--- config.mk ---
export PLATFORM = sky130hd
export DESIGN_NAME = fb_port_arbiter
export DESIGN_NICKNAME = d
export VERILOG_FILES = /design/src/rtl/fb_port_arbiter_pkg.sv /design/src/rtl/fb_cmd_fifo.sv /design/src/rtl/fb_port_arbiter.sv
export SDC_FILE = /design/constraint.sdc
export NUM_CORES = 1
export LEC_CHECK = 0
export ABC_AREA = 0
export ABC_CLOCK_PERIOD_IN_PS = 2500
export BUFFER_PORTS_ARGS = -buffer_cell sky130_fd_sc_hd__buf_4
export CORE_UTILIZATION = 45
export CTS_CLUSTER_DIAMETER = 50
export DETAILED_ROUTE_END_ITERATION = 6
export PLACE_DENSITY = 0.67
export SLEW_MARGIN = 5
export SYNTH_ARGS = -nofsm -noshare
export SYNTH_HDL_FRONTEND = slang
export SYNTH_SLANG_ARGS = --single-unit
export TNS_END_PERCENT = 20
--- constraint.sdc ---
create_clock -name clock -period 2.5 [get_ports clock]
set_input_delay 0.375 -clock clock [delete_from_list [all_inputs] [get_ports clock]]
set_output_delay 0.375 -clock clock [all_outputs]
set_load 0.02 [all_outputs]
--- src/rtl/fb_port_arbiter_pkg.sv ---
// Shared types for the framebuffer port arbiter.
// Owner encodings and small helpers used by the top level.
package fb_port_arbiter_pkg;

  typedef enum logic [1:0] {
    OWN_IDLE  = 2'd0,
    OWN_VGA   = 2'd1,
    OWN_CPU   = 2'd2,
    OWN_STEAL = 2'd3
  } owner_e;

  function automatic logic issues_cmd(
    input owner_e own
  );
    return (own == OWN_CPU) || (own == OWN_STEAL);
  endfunction

endpackage

--- src/rtl/fb_cmd_fifo.sv ---
// In-order command queue for processor framebuffer commands.
// Extra pointer MSB separates full from empty.
module fb_cmd_fifo #(
  parameter int DEPTH = 4,
  parameter int W     = 28
) (
  input  logic         clk,
  input  logic         rst_n,
  input  logic         push,
  input  logic [W-1:0] wdata,
  input  logic         pop,
  output logic [W-1:0] rdata,
  output logic         full,
  output logic         empty
);

  localparam int AW = $clog2(DEPTH);

  logic [W-1:0] mem [DEPTH];
  logic [AW:0]  wr_ptr;
  logic [AW:0]  rd_ptr;
  logic         do_push;
  logic         do_pop;

  assign empty = (wr_ptr == rd_ptr);
  assign full  = (wr_ptr[AW] != rd_ptr[AW]) &&
                 (wr_ptr[AW-1:0] == rd_ptr[AW-1:0]);

  assign do_push = push && !full;
  assign do_pop  = pop && !empty;
  assign rdata   = mem[rd_ptr[AW-1:0]];

  always_ff @(posedge clk) begin
    if (do_push) begin
      mem[wr_ptr[AW-1:0]] <= wdata;
    end
  end

  always_ff @(posedge clk or negedge rst_n) begin
    if (!rst_n) begin
      wr_ptr <= '0;
      rd_ptr <= '0;
    end else begin
      if (do_push) wr_ptr <= wr_ptr + 1'b1;
      if (do_pop)  rd_ptr <= rd_ptr + 1'b1;
    end
  end

endmodule

--- src/rtl/fb_port_arbiter.sv ---
// Single-port framebuffer RAM arbiter: scan-out first,
// queued CPU commands in free cycles, with a starvation steal.
module fb_port_arbiter
  import fb_port_arbiter_pkg::*;
#(
  parameter int ADDR_W       = 19,
  parameter int DATA_W       = 8,
  parameter int DEPTH        = 4,
  parameter int STARVE_LIMIT = 64
) (
  input  logic              clock,
  input  logic              resetn,
  input  logic              vga_rd_en,
  input  logic [ADDR_W-1:0] vga_address,
  output logic [DATA_W-1:0] vga_rdata,
  output logic              vga_rdata_valid,
  output logic              vga_underrun,
  input  logic              cpu_cmd_valid,
  output logic              cpu_cmd_ready,
  input  logic              cpu_cmd_we,
  input  logic [ADDR_W-1:0] cpu_cmd_addr,
  input  logic [DATA_W-1:0] cpu_cmd_wdata,
  output logic              cpu_rd_valid,
  output logic [DATA_W-1:0] cpu_rd_data,
  output logic [ADDR_W-1:0] mem_addr,
  output logic              mem_we,
  output logic [DATA_W-1:0] mem_wdata,
  input  logic [DATA_W-1:0] mem_rdata
);

  typedef struct packed {
    logic              we;
    logic [ADDR_W-1:0] addr;
    logic [DATA_W-1:0] wdata;
  } cmd_t;

  localparam int CW = 1 + ADDR_W + DATA_W;
  localparam int SW = (STARVE_LIMIT > 0) ?
                      $clog2(STARVE_LIMIT + 1) : 1;
  localparam logic [SW-1:0] LIMIT = SW'(STARVE_LIMIT);

  cmd_t              push_cmd;
  cmd_t              head;
  logic [CW-1:0]     head_raw;
  logic              full;
  logic              empty;
  logic              push;
  logic              issue;
  logic              steal_ok;
  owner_e            owner;
  logic [SW-1:0]     starve_cnt;
  logic [ADDR_W-1:0] last_addr;
  logic              tag_vga;
  logic              tag_cpu;

  assign push_cmd      = {cpu_cmd_we, cpu_cmd_addr, cpu_cmd_wdata};
  assign cpu_cmd_ready = !full;
  assign push          = cpu_cmd_valid && !full;
  assign head          = cmd_t'(head_raw);

  fb_cmd_fifo #(
    .DEPTH (DEPTH),
    .W     (CW)
  ) u_fifo (
    .clk   (clock),
    .rst_n (resetn),
    .push  (push),
    .wdata (push_cmd),
    .pop   (issue),
    .rdata (head_raw),
    .full  (full),
    .empty (empty)
  );

  assign steal_ok = (STARVE_LIMIT != 0) && !empty &&
                    (starve_cnt == LIMIT);

  always_comb begin
    owner = OWN_IDLE;
    priority case (1'b1)
      steal_ok:  owner = OWN_STEAL;
      vga_rd_en: owner = OWN_VGA;
      !empty:    owner = OWN_CPU;
      default:   owner = OWN_IDLE;
    endcase
  end

  assign issue = issues_cmd(owner);

  always_comb begin
    mem_addr  = last_addr;
    mem_we    = 1'b0;
    mem_wdata = '0;
    if (owner == OWN_VGA) begin
      mem_addr = vga_address;
    end else if (issue) begin
      mem_addr  = head.addr;
      mem_we    = head.we;
      mem_wdata = head.wdata;
    end
  end

  // Idle cycles park the RAM address on the last one driven.
  always_ff @(posedge clock or negedge resetn) begin
    if (!resetn) begin
      last_addr <= '0;
    end else begin
      last_addr <= mem_addr;
    end
  end

  always_ff @(posedge clock or negedge resetn) begin
    if (!resetn) begin
      starve_cnt <= '0;
    end else if (empty || issue) begin
      starve_cnt <= '0;
    end else if (owner == OWN_VGA && starve_cnt != LIMIT) begin
      starve_cnt <= starve_cnt + SW'(1);
    end
  end

  always_ff @(posedge clock or negedge resetn) begin
    if (!resetn) begin
      tag_vga      <= 1'b0;
      tag_cpu      <= 1'b0;
      cpu_rd_valid <= 1'b0;
      cpu_rd_data  <= '0;
      vga_underrun <= 1'b0;
    end else begin
      tag_vga      <= (owner == OWN_VGA);
      tag_cpu      <= issue && !head.we;
      cpu_rd_valid <= tag_cpu;
      if (tag_cpu) cpu_rd_data <= mem_rdata;
      if (owner == OWN_STEAL && vga_rd_en) begin
        vga_underrun <= 1'b1;
      end
    end
  end

  assign vga_rdata_valid = tag_vga;
  assign vga_rdata       = tag_vga ? mem_rdata : '0;

endmodule

==> out/qor.txt, run 1 <==
Status: complete, but fails checks
Violated checks: negative setup slack
Reg-to-reg slack, setup: 0.32 ns
Slew margin rel.: 61.07%
Worst hold path type: input pin to flop
Post-synth ARST share: 28.21%
Drt total wl: 13570 um
Via Count: 3695
CP Launch Type: flop
Area leader, netlist: edfxtp_1
Commonest non-fill, non-tap cell in the layout: buf_4
Post-route minimum period: 2.581 ns
Total die area: 14930 um^2
Slew @ Worst Pin: 0.5839 ns
Setup_tns: -1.364 ns
CTS Buf Count: 17
TritonRoute pass-1 iters: 6
Worst-Skew Late Latency: 0.41 ns
Gpl congestion: 0.7342
Leak: 3.265 nW
Clock power share: 23.4%
Worst setup path class: flop to primary output
Largest net degree at the start of global routing: 45
Period utilization: 103.2%
Detailed placement HPWL: 8154 um
Net count, final: 575
Root Buffer: clkbuf_16
Netlist cell types: 35
Vias in the first global route: 3963
Synth warnings: 0
Die Y: 122.2 um
Critical path data required time: 2.12 ns
Syn_nets: 433
Peak Freq: 387.5 MHz
Cell area after synthesis: 6501 um^2
Top-area cell type share of the netlist area: 51.73%
PwrDens: 1237 nW/um^2
I/O Pins: 107
Slack of the critical path: -0.08063 ns
Clock Path Buffers: 2
Highest-count cells in the layout ignoring fill and taps: buf_4, edfxtp_1, dfrtp_1
Post-synth EDFFs: 112
Worst Skew: 0.005691 ns
Register bit total from synthesis: 156
I/O Buffers: 106
Mean routed wirelength per cell: 19.36 um
FP Rows: 43
Drt via density: 5.271
First-pass GRT wire length: 21130 um
Fin. Hold Viols: 0
CP Capture Type: primary output
Worst vdd ir: 565.9 uV
Layout fillers: 1056
CP arrival: 2.21 ns
Max Fanout on Critical Path: 9
Post-DRT Antenna Nets: 0
Share of layout cells above drive strength 1: 49.33%
Cell-internal power: 0.007068 W
Die X: 122.2 um
Clock sink count: 156
Initial detailed-routing violation count: 179
# diodes: 0
Most used DFF post-synth: edfxtp_1
Mapped Avg Cell Area: 17.71 um^2
Total core area: 13990 um^2
Worst Hold Path Cells: 1
Area Growth Syn to Fin: 31.20%
Initial Util: 46.48%
Hold Slack: 0.1594 ns
Setup violators final: 26
Total GRT Usage: 19.66%
Sw Pwr: 0.003485 W
Sw Ratio: 33.03%
Initial antenna violation count: 0
Flop pwr share: 36.4%
Synth area leaders: edfxtp_1, dfrtp_1, mux4_2, nor3b_2, nand3b_1
Max-cap violations: 0
RSZ-0062 raised after global routing: yes
R2R cell count: 5
DRC Markers: 0
CTS tree: built
GR Overflow Total: 0
Clock-pin slew of the registers on the worst-case setup and hold paths: 0.06 ns
Combinational cell fraction of total power: 40.3%
Sequential fraction of the synthesis area: 68.67%
Util after Layout: 60.98%
Final Max Slew Viols: 0
Synth Instances: 367
Power Total: 0.01055 W
H-tree lvl count: 4
==> metrics by stage <==
stage	setup WS (ns)	instance area, um^2	cells
floorplan	0.2732	6501	367
global placement	0.2493	7541	646
detailed placement	0.1936	7541	646
CTS	-0.09184	8429	695
global route	-0.1745	8529	701
finish	-0.08063	8529	701
==> critical path, stage by stage, from the launching register on <==
cell	delay, ns
dfrtp_2	0.45
xor2_4	0.22
o311ai_4	0.34
buf_6	0.18
buf_12	0.14
a21oi_1	0.09
nor3b_2	0.21
buf_4	0.17
==> logic make-up (layout without fill, tap and decap cells) <==
group	count (synthesis)	in the layout	synth area share, %
muxes	37	37	11.32
adders and majority gates	7	7	1.347
and+or+nand+nor	100	101	11.39
xor gates and xnor gates	14	14	2.117
DFF	156	156	68.67
buffers and inverters	28	181	2.329
AOI/OAI and AO/OA	25	25	2.829
==> per-layer routing <==
metal / GRT usage (%) / share of wire, % / wire [um] / vias up
met1: 25.03 / 43 / 5845 / 1871
met4: 6.326 / 1.3 / 179 / 0
li1: - / - / - / 1697
met2: 32.63 / 50 / 6802 / 115
met3: 5.431 / 5.5 / 745 / 12
met5: 0 / 0 / 0 / -
==> cell type report <==
cell class | count | area (um^2) | share of cell area, %
repair buffers | 143 | 1205 | 14.13
inverters | 7 | 26.28 | 0.3081
clock buffers | 18 | 429.2 | 5.032
well taps | 180 | 225.2 | 2.640
multi-input cells | 184 | 2042 | 23.94
clock inverters | 13 | 131.4 | 1.540
flip-flops and latches | 156 | 4471 | 52.41
==> synth_stat cells (all sizes together) (2+ instances only) <==
cell type and number:
buf 15, nor3 19, ha 7, edfxtp 112
nor3b 19, a21oi 19, inv 7, nor2 9
xor2 8, mux2 9, dfrtp 44, mux4 28
xnor2 6, nand2 2, nand3b 19, nand3 6
clkbuf 6, and3 10, and2 13
==> sequential cells by signal, summed over array words and instances (netlist names) <==
name / flops
starve_cnt: 7
cpu_rd_valid: 1
tag_cpu: 1
u_fifo.rd_ptr: 3
u_fifo.wr_ptr: 3
vga_underrun: 1
u_fifo.mem: 112
cpu_rd_data: 8
last_addr: 19
vga_rdata_valid: 1
==> repair_timing <==
| action | CTS | global route |
|---|---|---|
| pin swaps | 6 | 6 |
| gates resized for setup | 29 | 17 |
| endpoints found under the hold margin | 44 | 0 |
| setup buffers | 13 | 7 |
| cloned | 4 | 0 |
| hold buffers | 1 | 0 |
| endpoints found under the setup margin | 28 | 28 |
==> final timing paths <==
check,from,to
hold reg to reg,vga_underrun$_DFFE_PN0P_,vga_underrun$_DFFE_PN0P_
setup reg to reg,u_fifo.rd_ptr[1]$_DFFE_PN0P_,u_fifo.mem[3][18]$_DFFE_PP_
setup / recovery,u_fifo.wr_ptr[1]$_DFFE_PN0P_,mem_addr[16]
max in group asynchronous,resetn,u_fifo.rd_ptr[0]$_DFFE_PN0P_
min in group asynchronous,resetn,last_addr[3]$_DFF_PN0_
hold / removal,cpu_cmd_wdata[7],u_fifo.mem[3][7]$_DFFE_PP_
==> power groups by stage <==
| stage | combinational, W | clock [W] | sequential, W |
|---|---|---|---|
| finish | 0.00425 | 0.00247 | 0.00384 |
| global route | 0.00455 | 0.00261 | 0.00390 |
| CTS | 0.00414 | 0.00251 | 0.00384 |
| detailed placement | 0.00366 | 0 | 0.00386 |
| global placement | 0.00360 | 0 | 0.00383 |
| floorplan | 0.00239 | 0 | 0.00388 |
(Power assumes the default switching activity.)
==> inputs of run 2 (changes only) <==
--- a/config.mk
+++ b/config.mk
@@ -8,8 +8,11 @@
 export ABC_AREA = 0
 export ABC_CLOCK_PERIOD_IN_PS = 2500
 export BUFFER_PORTS_ARGS = -buffer_cell sky130_fd_sc_hd__buf_4
+export CAP_MARGIN = 15
+export CORE_ASPECT_RATIO = 0.5
 export CORE_UTILIZATION = 45
 export CTS_CLUSTER_DIAMETER = 50
+export CTS_CLUSTER_SIZE = 8
 export DETAILED_ROUTE_END_ITERATION = 6
 export PLACE_DENSITY = 0.67
 export SLEW_MARGIN = 5
==> out/qor.txt, run 2 (same netlist as run 1, synthesis figures left out) <==
Status: complete, but fails checks
Violated checks: negative setup slack
Max Fanout on Critical Path: 7
Total die area: 14960 um^2
RSZ-0062 raised after global routing: yes
Worst setup path class: flop to primary output
Setup_tns: -2.024 ns
Via Count: 3753
Critical path launch point: u_fifo.wr_ptr[0]$_DFFE_PN0P_
Initial antenna violation count: 0
Die Y: 86.99 um
DRC Markers: 0
Net count, final: 580
Critical R2R Capture: u_fifo.mem[2][26]$_DFFE_PP_
Post-route minimum period: 2.643 ns
CP top delay family: buffers and inverters
Slack of the critical path: -0.1432 ns
FP Rows: 30
Worst hold path type: input pin to flop
Highest-count cells in the layout ignoring fill and taps: buf_4, edfxtp_1, dfrtp_1
Vias in the first global route: 3763
First-pass GRT wire length: 21110 um
CP max-delay cell: dfrtp_2
# diodes: 0
R2R cell count: 6
Peak per-stage delay on the critical path: 0.45 ns
Clock-pin slew of the registers on the worst-case setup and hold paths: 0.07 ns
I/O Buffers: 106
CP Depth: 8
Initial Util: 47.07%
Most used cell along the critical path: buf_6
Worst R2R Start: u_fifo.rd_ptr[0]$_DFFE_PN0P_
Placed insts: 663
Fin. Hold Viols: 0
Peak Freq: 378.3 MHz
Die X: 172.0 um
Power Total: 0.01070 W
Largest net degree at the start of global routing: 45
Post-DRT Antenna Nets: 0
Total GRT Usage: 19.81%
Critical path data required time: 2.12 ns
CP arrival: 2.27 ns
Worst Skew: 0.008032 ns
Drt total wl: 13830 um
Area Growth Syn to Fin: 32.85%
Gpl congestion: 0.7480
H-tree lvl count: 4
CTS Buf Count: 17
Slew margin rel.: 60.88%
CTS tree: built
PwrDens: 1238 nW/um^2
Detailed placement HPWL: 8556 um
Drt via density: 5.220
Post-Layout Cell Count: 719
Crit path to: mem_addr[15]
Max-cap violations: 0
Root Buffer: clkbuf_16
Crit-path cells: xor2_4 > buf_6 > o311ai_4 > buf_6 > buf_8 > a21oi_1 > nor3b_2 > buf_4
CP Capture Type: primary output
Worst Path Buf+Inv: 4
Leak: 3.299 nW
Worst-Skew Late Latency: 0.42 ns
Clock Path Buffers: 2
Setup violators final: 20
Mean routed wirelength per cell: 19.23 um
GR Overflow Total: 0
Total core area: 13810 um^2
Final Max Slew Viols: 0
Largest register FFs: 112
Commonest non-fill, non-tap cell in the layout: buf_4
TritonRoute pass-1 iters: 4
CP Launch Type: flop
Worst vdd ir: 691.0 uV
Slew @ Worst Pin: 0.5869 ns
Clock sink count: 156
Share of layout cells above drive strength 1: 51.42%
I/O Pins: 107
Reg-to-reg slack, setup: 0.30 ns
Period utilization: 105.7%
Initial detailed-routing violation count: 248
## run 2: changes by cell type in the layout (fill, tap and decap cells not counted), sizes merged
| cell | change |
|---|---|
| bufinv | -2 |
| bufbuf | -1 |
| clkbuf | -1 |
| buf | +6 |
| clkinv | -8 |
| clkinvlp | +2 |
| inv | +10 |
## run 2: how the worst min path moves through the flow
stage | start | to | slack, ns | depth (start not counted)
global placement | resetn | cpu_rd_data[5]$_DFFE_PN0P_ | 0.42 | 1
global route | cpu_cmd_wdata[7] | u_fifo.mem[3][7]$_DFFE_PP_ | 0.13 | 1
floorplan | resetn | cpu_rd_data[0]$_DFFE_PN0P_ | 0.08 | 0
finish | cpu_cmd_wdata[7] | u_fifo.mem[0][7]$_DFFE_PP_ | 0.15 | 1
detailed placement | resetn | cpu_rd_data[0]$_DFFE_PN0P_ | 0.41 | 1
CTS | cpu_cmd_wdata[7] | u_fifo.mem[2][7]$_DFFE_PP_ | 0.13 | 1
## run 2: through the flow
step	utilization [%]	setup WS, ns	hold slack (ns)	instance area, um^2
after floorplan	-	0.2732	0.07941	6501
after global placement	55.15	0.2812	0.4199	7619
after detailed placement	55.15	0.2351	0.4139	7619
after CTS	61.56	-0.1830	0.1275	8503
after global routing	62.53	-0.2453	0.1259	8637
final	62.53	-0.1432	0.1472	8637
## run 2: area by class of cell
cell class,count,area (um^2)
Inverter,7,26.28
Multi-Input combinational cell,184,2028
Tap cell,192,240.2
Sequential cell,156,4471
Fill cell,1016,5176
Clock inverter,15,168.9
Timing Repair Buffer,148,1277
Clock buffer,17,425.4
## run 2: repair_timing
| item | in CTS | in global routing |
|---|---|---|
| hold buffers | 1 | 0 |
| cloned | 5 | 0 |
| gates resized for setup | 27 | 18 |
| setup endpoints to repair | 28 | 28 |
| endpoints found under the hold margin | 44 | 0 |
| buffers inserted | 11 | 7 |
| pin swaps | 10 | 13 |
## run 2: report_power, final
part	leakage [nW]	internal, W	switching, W	total (W)
registers	1.54	0.00355	0.000285	0.00383
logic	1.47	0.00198	0.00231	0.00429
clock network	0.289	0.00143	0.00115	0.00258
## run 2: routing by layer
layer / part of all wire, % / routed length (um) / global-route usage, % / up-vias
li1: - / - / - / 1714
met5: 0 / 0 / 0 / -
met1: 47 / 6458 / 28.41 / 1922
met4: 0.87 / 120 / 4.827 / 0
met2: 46 / 6409 / 30.10 / 106
met3: 6.1 / 840 / 5.543 / 11
